## config.mk

```make
export PLATFORM = sky130hd
export DESIGN_NAME = reaction_timer_ctrl_flat
export DESIGN_NICKNAME = d
export VERILOG_FILES = /design/src/rtl/reaction_timer_ctrl_pkg.sv /design/src/rtl/reaction_timer_ctrl_if.sv /design/src/rtl/reaction_timer_ctrl_lfsr16.sv /design/src/rtl/reaction_timer_ctrl.sv /design/src/flat_wrapper.sv
export SDC_FILE = /design/constraint.sdc
export NUM_CORES = 1
export LEC_CHECK = 0
export CAP_MARGIN = 30
export CORE_MARGIN = 4
export CORE_UTILIZATION = 45
export DETAILED_ROUTE_END_ITERATION = 10
export GPL_ROUTABILITY_DRIVEN = 1
export GPL_TIMING_DRIVEN = 0
export SYNTH_ARGS = -nofsm -noshare
export SYNTH_HDL_FRONTEND = slang
export SYNTH_SLANG_ARGS = --single-unit
export TNS_END_PERCENT = 100
```

## constraint.sdc

```tcl
create_clock -name clk_50MHz -period 5.3 [get_ports clk_50MHz]
set_input_delay 1.59 -clock clk_50MHz [delete_from_list [all_inputs] [get_ports clk_50MHz]]
set_output_delay 1.59 -clock clk_50MHz [all_outputs]
set_load 0.005 [all_outputs]
```

## src/rtl/reaction_timer_ctrl_pkg.sv

```systemverilog
// reaction_pkg: shared definitions for the reaction-timer game.
//   - trial state encoding (3 bits)
//   - feedback tap mask for the 16-bit Fibonacci LFSR
//   - default timing limits, also used by the display block
package reaction_pkg;

  typedef enum logic [2:0] {
    IDLE    = 3'd0,
    ARM     = 3'd1,
    STIM    = 3'd2,
    RESULT  = 3'd3,
    TIMEOUT = 3'd4,
    FAULT   = 3'd5
  } state_t;

  // x^16 + x^14 + x^13 + x^11 + 1 -> state bits 15, 13, 12, 10
  localparam logic [15:0] LFSR_TAPS = 16'hB400;

  localparam int DEF_MAX_MS       = 9999;
  localparam int DEF_MIN_DELAY_MS = 1000;

endpackage

```

## src/rtl/reaction_timer_ctrl_if.sv

```systemverilog
// reaction_timer_if: game-side signals of the reaction-timer controller.
//   master: drives tick_1kHz, start_btn, react_btn; observes the results
//   slave : the controller; consumes tick/buttons, drives led_stim,
//           ms_count, result_valid, false_start, timeout, busy
interface reaction_timer_if #(
  parameter int CNT_W = 14
);
  logic             tick_1kHz;
  logic             start_btn;
  logic             react_btn;
  logic             led_stim;
  logic [CNT_W-1:0] ms_count;
  logic             result_valid;
  logic             false_start;
  logic             timeout;
  logic             busy;

  modport master (
    output tick_1kHz, start_btn, react_btn,
    input  led_stim, ms_count, result_valid, false_start, timeout, busy
  );

  modport slave (
    input  tick_1kHz, start_btn, react_btn,
    output led_stim, ms_count, result_valid, false_start, timeout, busy
  );
endinterface

```

## src/rtl/reaction_timer_ctrl_lfsr16.sv

```systemverilog
// lfsr16: 16-bit Fibonacci LFSR, x^16+x^14+x^13+x^11+1, free running.
//   clk   : clock, advances every cycle
//   reset : synchronous active-high, loads SEED
//   state : current register value (never zero for a non-zero SEED)
module lfsr16
  import reaction_pkg::*;
#(
  parameter logic [15:0] SEED = 16'hACE1
) (
  input  logic        clk,
  input  logic        reset,
  output logic [15:0] state
);

  always_ff @(posedge clk) begin
    if (reset) state <= SEED;
    else       state <= {state[14:0], ^(state & LFSR_TAPS)};
  end

endmodule

```

## src/rtl/reaction_timer_ctrl.sv

```systemverilog
// reaction_timer_ctrl: trial sequencer for the reaction-timer game.
// Waits a pseudo-random 1000..5095 ms after a start press, lights the
// stimulus LED, counts ms until the reaction press and holds the result.
//   clk_50MHz : system clock
//   reset     : synchronous active-high
//   rt        : reaction_timer_if.slave (tick, buttons, LED, count, flags)
// Optional build macro: REACTION_FALSE_START_EN -- a react press while
// armed ends the trial in FAULT; otherwise such presses are ignored.
//
// state   | meaning
// IDLE    | after reset, waiting for first start press
// ARM     | random delay running, LED off
// STIM    | LED on, counting ms until react press
// RESULT  | reaction time held
// TIMEOUT | no reaction within MAX_MS, MAX_MS held
// FAULT   | react pressed before the stimulus
module reaction_timer_ctrl
  import reaction_pkg::*;
#(
  parameter int          MIN_DELAY_MS = DEF_MIN_DELAY_MS,
  parameter int          MAX_MS       = DEF_MAX_MS,
  parameter int          CNT_W        = 14,
  parameter logic [15:0] LFSR_SEED    = 16'hACE1
) (
  input logic            clk_50MHz,
  input logic            reset,
  reaction_timer_if.slave rt
);

`ifdef REACTION_FALSE_START_EN
  localparam bit FALSE_START_EN = 1'b1;
`else
  localparam bit FALSE_START_EN = 1'b0;
`endif

  state_t           state, state_nxt;
  logic [CNT_W-1:0] delay_cnt, delay_nxt;
  logic [CNT_W-1:0] ms_cnt, ms_nxt;
  logic [15:0]      lfsr;
  logic             start_q, react_q;
  logic             start_edge, react_edge;
  logic             led_stim_r, busy_r, result_valid_r, timeout_r, false_start_r;
  logic             unused_lfsr;

  lfsr16 #(.SEED(LFSR_SEED)) u_lfsr (
    .clk   (clk_50MHz),
    .reset (reset),
    .state (lfsr)
  );

  // only the low 12 bits feed the delay
  assign unused_lfsr = ^lfsr[15:12];

  assign start_edge = rt.start_btn & ~start_q;
  assign react_edge = rt.react_btn & ~react_q;

  always_ff @(posedge clk_50MHz) begin
    if (reset) begin
      state          <= IDLE;
      delay_cnt      <= '0;
      ms_cnt         <= '0;
      start_q        <= 1'b0;
      react_q        <= 1'b0;
      led_stim_r     <= 1'b0;
      busy_r         <= 1'b0;
      result_valid_r <= 1'b0;
      timeout_r      <= 1'b0;
      false_start_r  <= 1'b0;
    end else begin
      state          <= state_nxt;
      delay_cnt      <= delay_nxt;
      ms_cnt         <= ms_nxt;
      start_q        <= rt.start_btn;
      react_q        <= rt.react_btn;
      // flags decoded from the next state so they align with the state register
      led_stim_r     <= (state_nxt == STIM);
      busy_r         <= (state_nxt == ARM) || (state_nxt == STIM);
      result_valid_r <= (state_nxt == RESULT);
      timeout_r      <= (state_nxt == TIMEOUT);
      false_start_r  <= FALSE_START_EN && (state_nxt == FAULT);
    end
  end

  always_comb begin
    state_nxt = state;
    delay_nxt = delay_cnt;
    ms_nxt    = ms_cnt;
    unique case (state)
      IDLE, RESULT, TIMEOUT, FAULT: begin
        if (start_edge) begin
          state_nxt = ARM;
          delay_nxt = CNT_W'(MIN_DELAY_MS) + CNT_W'(lfsr[11:0]);
          ms_nxt    = '0;
        end
      end
      ARM: begin
        // a react press beats a simultaneous delay expiry
        if (FALSE_START_EN && react_edge) begin
          state_nxt = FAULT;
          ms_nxt    = '0;
        end else if (rt.tick_1kHz) begin
          if (delay_cnt == CNT_W'(1)) begin
            state_nxt = STIM;
            ms_nxt    = '0;
          end else begin
            delay_nxt = delay_cnt - CNT_W'(1);
          end
        end
      end
      STIM: begin
        // react wins over a same-cycle tick: only ticks before the press count
        if (react_edge) begin
          state_nxt = RESULT;
        end else if (rt.tick_1kHz) begin
          if (ms_cnt == CNT_W'(MAX_MS - 1)) begin
            state_nxt = TIMEOUT;
            ms_nxt    = CNT_W'(MAX_MS);
          end else begin
            ms_nxt = ms_cnt + CNT_W'(1);
          end
        end
      end
      default: state_nxt = IDLE;
    endcase
  end

  assign rt.led_stim     = led_stim_r;
  assign rt.busy         = busy_r;
  assign rt.result_valid = result_valid_r;
  assign rt.timeout      = timeout_r;
  assign rt.false_start  = false_start_r;
  assign rt.ms_count     = ms_cnt;

endmodule

```

## src/flat_wrapper.sv

```systemverilog
// flat-port wrapper written by rule: the top's interface ports become plain ports
module reaction_timer_ctrl_flat import reaction_pkg::*;
#(
  parameter int          MIN_DELAY_MS = DEF_MIN_DELAY_MS,
  parameter int          MAX_MS       = DEF_MAX_MS,
  parameter int          CNT_W        = 14,
  parameter logic [15:0] LFSR_SEED    = 16'hACE1
)
  (clk_50MHz, reset, rt_tick_1kHz, rt_start_btn, rt_react_btn, rt_led_stim, rt_ms_count, rt_result_valid, rt_false_start, rt_timeout, rt_busy);
  reaction_timer_if #(.CNT_W(CNT_W)) rt_i ();
  input logic clk_50MHz;
  input logic reset;
  input wire logic [$bits(rt_i.tick_1kHz)-1:0] rt_tick_1kHz;
  input wire logic [$bits(rt_i.start_btn)-1:0] rt_start_btn;
  input wire logic [$bits(rt_i.react_btn)-1:0] rt_react_btn;
  output wire logic [$bits(rt_i.led_stim)-1:0] rt_led_stim;
  output wire logic [$bits(rt_i.ms_count)-1:0] rt_ms_count;
  output wire logic [$bits(rt_i.result_valid)-1:0] rt_result_valid;
  output wire logic [$bits(rt_i.false_start)-1:0] rt_false_start;
  output wire logic [$bits(rt_i.timeout)-1:0] rt_timeout;
  output wire logic [$bits(rt_i.busy)-1:0] rt_busy;
  assign rt_i.tick_1kHz = rt_tick_1kHz;
  assign rt_i.start_btn = rt_start_btn;
  assign rt_i.react_btn = rt_react_btn;
  assign rt_led_stim = rt_i.led_stim;
  assign rt_ms_count = rt_i.ms_count;
  assign rt_result_valid = rt_i.result_valid;
  assign rt_false_start = rt_i.false_start;
  assign rt_timeout = rt_i.timeout;
  assign rt_busy = rt_i.busy;
  reaction_timer_ctrl #(.MIN_DELAY_MS(MIN_DELAY_MS), .MAX_MS(MAX_MS), .CNT_W(CNT_W), .LFSR_SEED(LFSR_SEED)) u_core (.clk_50MHz(clk_50MHz), .reset(reset), .rt(rt_i));
endmodule
```

# [Yosys cells after proc, flatten, opt, wreduce, memory -nomap -nowiden]
# Cells that the tools add are included.
[totals] output_inout_bits=19 ff_bits=53 wordCells=60 in_bits=5
[classes] n_reduce_logical=8 bitwise_logic=4 n_eq_ne=17 add_sub_neg=3 mux=18
[ops] operator="two-way mux 14 bit" count=9
[ops] operator="one-hot mux 14 bit (3 select lines)" count=1
[ops] operator="one-hot mux 14 bit (2 select lines)" count=1
[ops] operator="two-way mux 3 bit" count=6
[ops] operator="XOR reduction 16 bit" count=1
[ops] operator="adder 14 x 1 -> 14 bit (second input constant)" count=1
[ops] operator="== test 14 x 1 -> 1 bit (second input constant)" count=1
[ops] operator="== test 14 bit (second input constant)" count=1
[ops] operator="subtractor 14 x 1 -> 14 bit (second input constant)" count=1
[ops] operator="adder 10 x 12 -> 13 bit (first input constant)" count=1
[ops] operator="== test 3 x 2 -> 1 bit (second input constant)" count=4
[ops] operator="== test 3 bit (second input constant)" count=3
[ops] operator="one-hot mux 3 bit (3 select lines)" count=1
[ops] operator="inequality test 2 bit (second input constant)" count=4
[ops] operator="== test 3 x 1 -> 1 bit (second input constant)" count=2
[ops] operator="AND reduction 6 bit" count=1
[ops] operator="inequality test 2 x 1 -> 1 bit (second input constant)" count=2
[ops] operator="AND reduction 4 bit" count=1
[ops] operator="OR reduction 4 bit" count=1
[ops] operator="zero test 3 bit" count=1
[ops] operator="nonzero test 3 bit" count=1
[ops] operator="bitwise AND 1 bit" count=2
[ops] operator="NOT 1 bit" count=2
[ops] operator="nonzero test 2 bit" count=1
[ops] operator="logical OR 1 bit" count=1

# [Longest topological paths before layout]
# Gate-level depths: netlist of run 1.
[logic_depth] word_depth=7 depth_mapped=8 mapped_depth_nobuf=7

# [Hierarchy]
# From an unflattened synthesis of run 1, not the netlist that was laid out.
[unflattened] hier_cells=323 area_unflattened_um2=2757.6
[by_module_without_submodules] mod="reaction_timer_ctrl" seq_area_each_um2=740.7 area_each_um2=2303.5 n_inst=1 cells_per_inst=287
[by_module_without_submodules] mod="lfsr16" seq_area_each_um2=320.3 area_each_um2=454.2 n_inst=1 cells_per_inst=36

# [Worst setup path before layout of run 1]
# OpenSTA, ideal clock, no wires.
[synth_path] path_type="input to register" start="in rt_react_btn" end="reg u_core.ms_cnt[3], in the netlist u_core.rt.ms_count[3]" setup_ns=0.071 setup_slack_ns=2.386 arrival_ns=2.843 path_buffers=1 required_ns=5.229 stages=6 cell_sequence="or4bb_1 a21oi_1 a211o_1 clkbuf_1 o21ai_0 a21oi_1"
[synth_between] elab_chain_cells=3
[synth_rtl] element="from (decl)" line="flat_wrapper.sv:15" source="input wire logic [$bits(rt_i.react_btn)-1:0] rt_react_btn;"
[synth_rtl] element="bitwise AND 1 bit" line="reaction_timer_ctrl.sv:55" source="assign react_edge = rt.react_btn & ~react_q;"
[synth_rtl] element="inequality test 2 bit (no line)"
[synth_rtl] element="AND reduction 6 bit (no line)"
[synth_rtl] element="to (signal assigned)" line="reaction_timer_ctrl.sv:72" source="ms_cnt <= ms_nxt;"
[synth_rtl] element="to (decl)" line="reaction_timer_ctrl.sv:38" source="logic [CNT_W-1:0] ms_cnt, ms_nxt;"
# No other way between the ends.
# A chain may end at the register's enable or synchronous reset.

# [Worst setup path after layout of run 1]
# Same ends and word-level chain as after synthesis.

==> results of run 1 <==
## kinds of logic after synthesis
family / count (synthesis)
compound gates: 86
xor+xnor: 11
buf+inv: 27
mux: 2
fa+ha+maj: 5
other cells: 1
simple gates: 158
flops: 53
## worst max-delay path by stage
stage	startpoint	end	slack, ns
after global routing	rt_start_btn	u_core.delay_cnt[6]$_SDFFE_PP0P_	1.70
after floorplan	rt_react_btn	u_core.rt.ms_count[3]$_SDFFE_PP0P_	2.39
after global placement	rt_react_btn	u_core.rt.ms_count[3]$_SDFFE_PP0P_	1.60
after detailed placement	rt_react_btn	u_core.rt.ms_count[5]$_SDFFE_PP0P_	1.56
final	rt_react_btn	u_core.rt.ms_count[3]$_SDFFE_PP0P_	1.87
after CTS	rt_react_btn	u_core.rt.ms_count[3]$_SDFFE_PP0P_	1.89
## cell type report
class	instances	area (um^2)
multi-input cells	263	1660
fillers	610	2769
well taps	75	93.84
inverters	7	26.28
repair buffers	22	220.2
clock inverters	3	28.78
clock buffers	5	68.82
flip-flops and latches	53	1061
plain buffers	20	97.59
## per-stage QoR
step                      power [mW]  cell area, um^2  hold WS, ns  instances  util, %
after CTS                     0.9317             3257       0.4304        448    54.05
after global routing          0.9791             3257       0.4344        448    54.05
after global placement        0.6753             3159       0.3970        440    52.43
after floorplan               0.6188             2845       0.3895        343        -
final                         0.9230             3257       0.4265        448    54.05
after detailed placement      0.6765             3159       0.3986        440    52.43
## state kept, by name (all words and copies together), names as in the netlist
| signal | cells |
|---|---|
| u_core.rt.timeout | 1 |
| u_core.rt.busy | 1 |
| u_core.delay_cnt | 14 |
| u_core.react_q | 1 |
| u_core.rt.result_valid | 1 |
| u_core.u_lfsr.state | 16 |
| u_core.rt.ms_count | 14 |
| u_core.state | 3 |
| u_core.rt.led_stim | 1 |
| u_core.start_q | 1 |
## worst register-to-register path, delay by kind of cell (launching register included)
| family | cells | cell delay, ns |
|---|---|---|
| adders and majority gates | 1 | 0.19 |
| AOI/OAI and AO/OA | 2 | 0.25 |
| buffers and inverters | 1 | 0.43 |
| DFF | 1 | 0.45 |
| and+or+nand+nor | 3 | 1.11 |
## synth_stat cells (2+ instances only)
| cell | number |
|---|---|
| a31oi_1 | 3 |
| buf_2 | 2 |
| inv_1 | 7 |
| or4_1 | 3 |
| a21boi_0 | 2 |
| and3_1 | 2 |
| or4bb_1 | 2 |
| xor2_1 | 5 |
| clkbuf_1 | 16 |
| nand2b_1 | 6 |
| ha_1 | 5 |
| nor3_1 | 18 |
| mux2i_1 | 2 |
| o311ai_0 | 8 |
| or4_4 | 2 |
| nand2_1 | 16 |
| or2_2 | 7 |
| nor2_1 | 35 |
| nand4_1 | 5 |
| a211o_1 | 2 |
| xnor2_1 | 6 |
| nor2b_1 | 17 |
| a2111oi_0 | 2 |
| nand3b_1 | 3 |
| o21a_1 | 3 |
| dfxtp_1 | 53 |
| nor4_1 | 7 |
| a22o_1 | 3 |
| or3b_2 | 4 |
| and2_1 | 4 |
| a21oi_1 | 26 |
| nand3_1 | 11 |
| or3_1 | 3 |
| nor3b_1 | 5 |
| o21ai_0 | 13 |
| a22oi_1 | 2 |
| o31ai_1 | 13 |
## report_power, final
part / switching, mW / leakage [nW] / internal [mW]
Combinational: 0.125 / 0.673 / 0.0913
Clock: 0.154 / 0.0506 / 0.0993
Sequential: 0.0293 / 0.435 / 0.425
Total: 0.308 / 1.16 / 0.615
## per-layer routing
layer  part of all wire (%)  track usage (%)  vias to the layer above
met3                    4.4            3.027                        8
li1                       -                -                     1314
met1                     52            30.07                     1246
met4                    1.3            4.881                        0
met2                     43            29.25                       60
met5                      0                0                        -
==> impl_metrics.yaml, run 1 <==
critical_path:
  rr_startpoint: "u_core.rt.ms_count[1]$_SDFFE_PP0P_"
  path_max_fanout: 10
  cp-start-kind: "input port"
  cp_slowest_stage_delay_ns: 0.51
  crit_buf_inv: 2
  r2r-end: "u_core.rt.ms_count[7]$_SDFFE_PP0P_"
  cpMaxStageDelayCell: "clkdlybuf4s50_1"
  worst-endpoint-required_ns: 5.54
  crit_chain: "clkdlybuf4s50_1 > or4bb_1 > a21oi_1 > a211o_1 > clkbuf_1 > o21ai_0 > a21oi_1"
  crit_type: "in -> reg"
  worstPathArrival_ns: 3.67
  crit_top_cell: "a21oi_1"
  ff2ff_setup_slack_ns: 2.75
  cp_num_cells: 7
  path_delay_family: "buffers and inverters"
  reg2reg_depth: 7
  end_kind: "flop"
cts:
  root_buffer: "clkbuf_8"
  cts_buffers: 5
  hold_buffers: 0
  cts_sinks: 53
  clk_pin_slew_worst_paths_ns: 0.11
  cts_setup_buffers: 0
  clk_latency_ns: 0.32
  cts_resized: 0
  clockBufferDepth: 2
  htreeDepth: 2
  cts_tree: "done"
hold_path:
  hold_depth: 1
  worstHoldStart: "u_core.u_lfsr.state[14]$_SDFF_PP0_"
  min_path_type: "reg -> reg"
  hold_end: "u_core.u_lfsr.state[15]$_SDFF_PP1_"
global_routing:
  overflow: 0
  antenna_found_initial: 0
  grt_pass1_vias: 2414
  grt_max_degree: 20
  grt_usage_pct: 19.84
  grt_pass1_wl_mm: 12.11
synth:
  synth_area_um2: 2845
  netlist_instances: 343
  synth_area_leader_cell: "dfxtp_1"
  synth_compound_area_share_pct: 20.45
  synth_top_area_share_pct: 37.29
  avgSynthCellArea_um2: 8.295
  yosys-mux-area-fraction_pct: 0.7036
  synth_nets: 353
  synthTopCellsByArea: "dfxtp_1 (37%), nor2_1 (4.6%), a21oi_1 (4.6%), nor2b_1 (3.7%), o31ai_1 (3.4%)"
  synth_edf_count: 0
  yosys.area_share.simple_pct: 31.49
  synth-seq-cells: 53
  synth_flop_cell: "dfxtp_1"
  ys_seq_area_share_pct: 37.29
  synth_top_family_by_area: "simple AND/OR/NAND/NOR gates"
  yosysWarnings: 0
  synth_xor_area_share_pct: 3.386
  synthAdderAreaFrac_pct: 2.199
  synth.distinct_cells: 57
  async_flop_share_pct: 0
power_and_ir_drop:
  pwr_density_cell_nw_per_um2: 283.4
  total_leakage_power_nw: 1.159
  ir_worst_vdd_mv: 0.1491
floorplan:
  core-area_um2: 6026
  die_area_um2: 7659
  rows: 28
  initial_core_util_pct: 47.22
  ios: 24
  die_h_um: 87.52
  fp.dieW_um: 87.52
detailed_routing:
  firstDrtPassIters: 4
  wire_per_inst_um: 16.10
  ant_nets: 0
  drc_errors: 0
  wirelength_mm: 7.215
  dr_total_vias: 2628
  vias_per_cell: 5.866
  drtIter0Drc: 170
sta:
  hold_violations: 0
  max_freq_mhz: 291.5
  worstMarginPinSlew_ns: 0.7702
  setup-tns-final_ns: 0
  min_period_ns: 3.431
  relSlewSlack_pct: 48.18
  rsz0062_at_grt: "no"
  timing.final.crit_share_pct: 64.73
  setup_viol: 0
  fin_ws_ns: 1.869
  fin_worst_skew_ns: 0.01825
  finalMaxSlewViolations: 0
cells_and_area:
  final_nets: 382
  final_common_cell: "dfxtp_1"
  syn_to_final_growth_pct: 14.47
  drive_above_1_share_pct: 8.311
  n_antenna_cell: 0
  final_cell_mix: "dfxtp_1 (53), nor2_1 (35), a21oi_1 (26)"
place:
  place.gp.congestion: 0.8322
  hpwlAfterDp_mm: 5.211
  pre_cts_ws_ns: 1.556
  port_buffers: 22
run:
  cap_violations: 0
status:
  status: "finished clean"
Note: power is estimated with default switching activity, not from simulation.
==> run 2: changes to the inputs <==
- clock period: 5.3 -> 3.39 ns (I/O delays scaled with it)
==> results of run 2 <==
The final DEF is identical to that of run 1. Status: finished clean.
Main changes from that run: setup slack after placement 1.556 ns -> 0.2195 ns; setup slack after layout 1.869 ns -> 0.5321 ns; register-to-register setup slack 2.75 ns -> 0.84 ns; total power 0.9230 mW -> 1.443 mW; worst IR drop on VDD 0.1491 mV -> 0.2331 mV
==> run 3: changes to the inputs <==
- clock period: 3.39 -> 2.7 ns (I/O delays scaled with it)
==> impl_metrics.yaml, run 3 (synthesis results as in run 1) <==
detailed_routing:
  wirelength_mm: 7.261
  wire_per_inst_um: 16.21
  drc_errors: 0
  firstDrtPassIters: 4
  dr_total_vias: 2641
  ant_nets: 0
  vias_per_cell: 5.895
  drtIter0Drc: 193
floorplan:
  rows: 28
  die_h_um: 87.52
  initial_core_util_pct: 47.22
  core-area_um2: 6026
  fp.dieW_um: 87.52
  die_area_um2: 7659
  ios: 24
cells_and_area:
  fill_cells: 611
  multi_input_area_um2: 1667
  regArea_um2: 1061
  drive_above_1_share_pct: 8.847
  final_common_cell: "dfxtp_1"
  final_nets: 382
  largest_reg_flops: 16
  syn_to_final_growth_pct: 14.73
  final_cell_mix: "dfxtp_1 (53), nor2_1 (35), a21oi_1 (26)"
  largest_register: "u_core.u_lfsr.state"
  n_antenna_cell: 0
critical_path:
  rr_startpoint: "u_core.rt.ms_count[1]$_SDFFE_PP0P_"
  crit_type: "in -> reg"
  crit_buf_inv: 2
  crit_chain: "clkdlybuf4s50_1 > nor2b_1 > mux2i_1 > o21ai_0 > nand2_4 > buf_12 > o221a_1"
  ff2ff_setup_slack_ns: 0.18
  cp_num_cells: 7
  cp-start-kind: "input port"
  cp_slowest_stage_delay_ns: 0.59
  r2r-end: "u_core.rt.ms_count[7]$_SDFFE_PP0P_"
  reg2reg_depth: 7
  crit_end: "u_core.delay_cnt[0]$_SDFFE_PP0P_"
  cpMaxStageDelayCell: "o21ai_0"
  path_delay_family: "compound AO/OA/AOI/OAI gates"
  end_kind: "flop"
  path_max_fanout: 10
  worst-endpoint-required_ns: 2.91
  startpoint: "rt_start_btn"
  worstPathArrival_ns: 2.77
sta:
  min_period_ns: 2.556
  setup_viol: 0
  finalMaxSlewViolations: 0
  whs_ns: 0.4266
  worstMarginPinSlew_ns: 0.7223
  max_freq_mhz: 391.3
  hold_violations: 0
  timing.final.crit_share_pct: 94.65
  relSlewSlack_pct: 51.34
  rsz0062_at_grt: "no"
  fin_worst_skew_ns: 0.01676
power_and_ir_drop:
  total_leakage_power_nw: 1.164
  pwr_density_cell_nw_per_um2: 557.4
  ir_worst_vdd_mv: 0.2932
  finalPower_mw: 1.820
cts:
  clockBufferDepth: 2
  clk_pin_slew_worst_paths_ns: 0.11
  clk_latency_ns: 0.32
  cts_buffers: 5
  htreeDepth: 2
  cts_sinks: 53
  hold_buffers: 0
  root_buffer: "clkbuf_8"
  cts_tree: "done"
run:
  cap_violations: 0
global_routing:
  grt_usage_pct: 19.84
  overflow: 0
  grt_max_degree: 20
  antenna_found_initial: 0
  grt_pass1_vias: 2414
  grt_pass1_wl_mm: 12.11
place:
  hpwlAfterDp_mm: 5.211
  place.gp.congestion: 0.8322
  port_buffers: 22
status:
  status: "finished clean"
hold_path:
  hold_depth: 1
  min_path_type: "reg -> reg"
run 3: cell counts in the layout (fill, tap and decap cells not counted):
Identical to the previous run, type by type.
run 3: area by class of cell:
| cell class | count | share of cell area (%) |
|---|---|---|
| Clock inverter | 3 | 0.8816 |
| Inverter | 7 | 0.8049 |
| Tap cell | 75 | 2.875 |
| Sequential cell | 53 | 32.50 |
| Multi-Input combinational cell | 263 | 51.05 |
| Buffer | 20 | 3.028 |
| Timing Repair Buffer | 22 | 6.746 |
| Clock buffer | 5 | 2.108 |
run 3: worst min-delay path by stage:
stage / end / from / slack (ns)
global placement: u_core.u_lfsr.state[15]$_SDFF_PP1_ / u_core.u_lfsr.state[14]$_SDFF_PP0_ / 0.40
CTS: u_core.u_lfsr.state[15]$_SDFF_PP1_ / u_core.u_lfsr.state[14]$_SDFF_PP0_ / 0.43
global route: u_core.u_lfsr.state[15]$_SDFF_PP1_ / u_core.u_lfsr.state[14]$_SDFF_PP0_ / 0.43
floorplan: u_core.u_lfsr.state[15]$_SDFF_PP1_ / u_core.u_lfsr.state[14]$_SDFF_PP0_ / 0.39
finish: u_core.u_lfsr.state[15]$_SDFF_PP1_ / u_core.u_lfsr.state[14]$_SDFF_PP0_ / 0.43
detailed placement: u_core.u_lfsr.state[15]$_SDFF_PP1_ / u_core.u_lfsr.state[14]$_SDFF_PP0_ / 0.40
run 3: routing by layer:
metal | wire (um) | part of all wire [%] | GRT usage, %
met1 | 3717 | 51 | 30.07
met2 | 3063 | 42 | 29.25
met3 | 371 | 5.1 | 3.027
met4 | 108 | 1.5 | 4.881
met5 | 0 | 0 | 0
run 3: where the power goes:
part,leakage (nW),switching [mW],internal [mW]
Clock,0.0506,0.305,0.195
Sequential,0.435,0.0579,0.834
Combinational,0.679,0.247,0.181
run 3: per-stage QoR:
stage | util [%] | TNS (ns) | instances | worst slack [ns] | instance area (um^2)
CTS | 54.05 | 0 | 448 | 0.07297 | 3257
floorplan | - | 0 | 343 | 0.5614 | 2845
global placement | 52.43 | -3.993 | 440 | -0.2247 | 3159
global route | 54.17 | 0 | 448 | 0.0008562 | 3264
detailed placement | 52.43 | -4.445 | 440 | -0.2635 | 3159
finish | 54.17 | 0 | 448 | 0.1445 | 3264
run 3: repair_timing:
item	4_1_cts	5_1_grt
endpoints found under the setup margin	0	17
buffers inserted	0	0
resized for setup	0	5
endpoints found under the hold margin	0	0
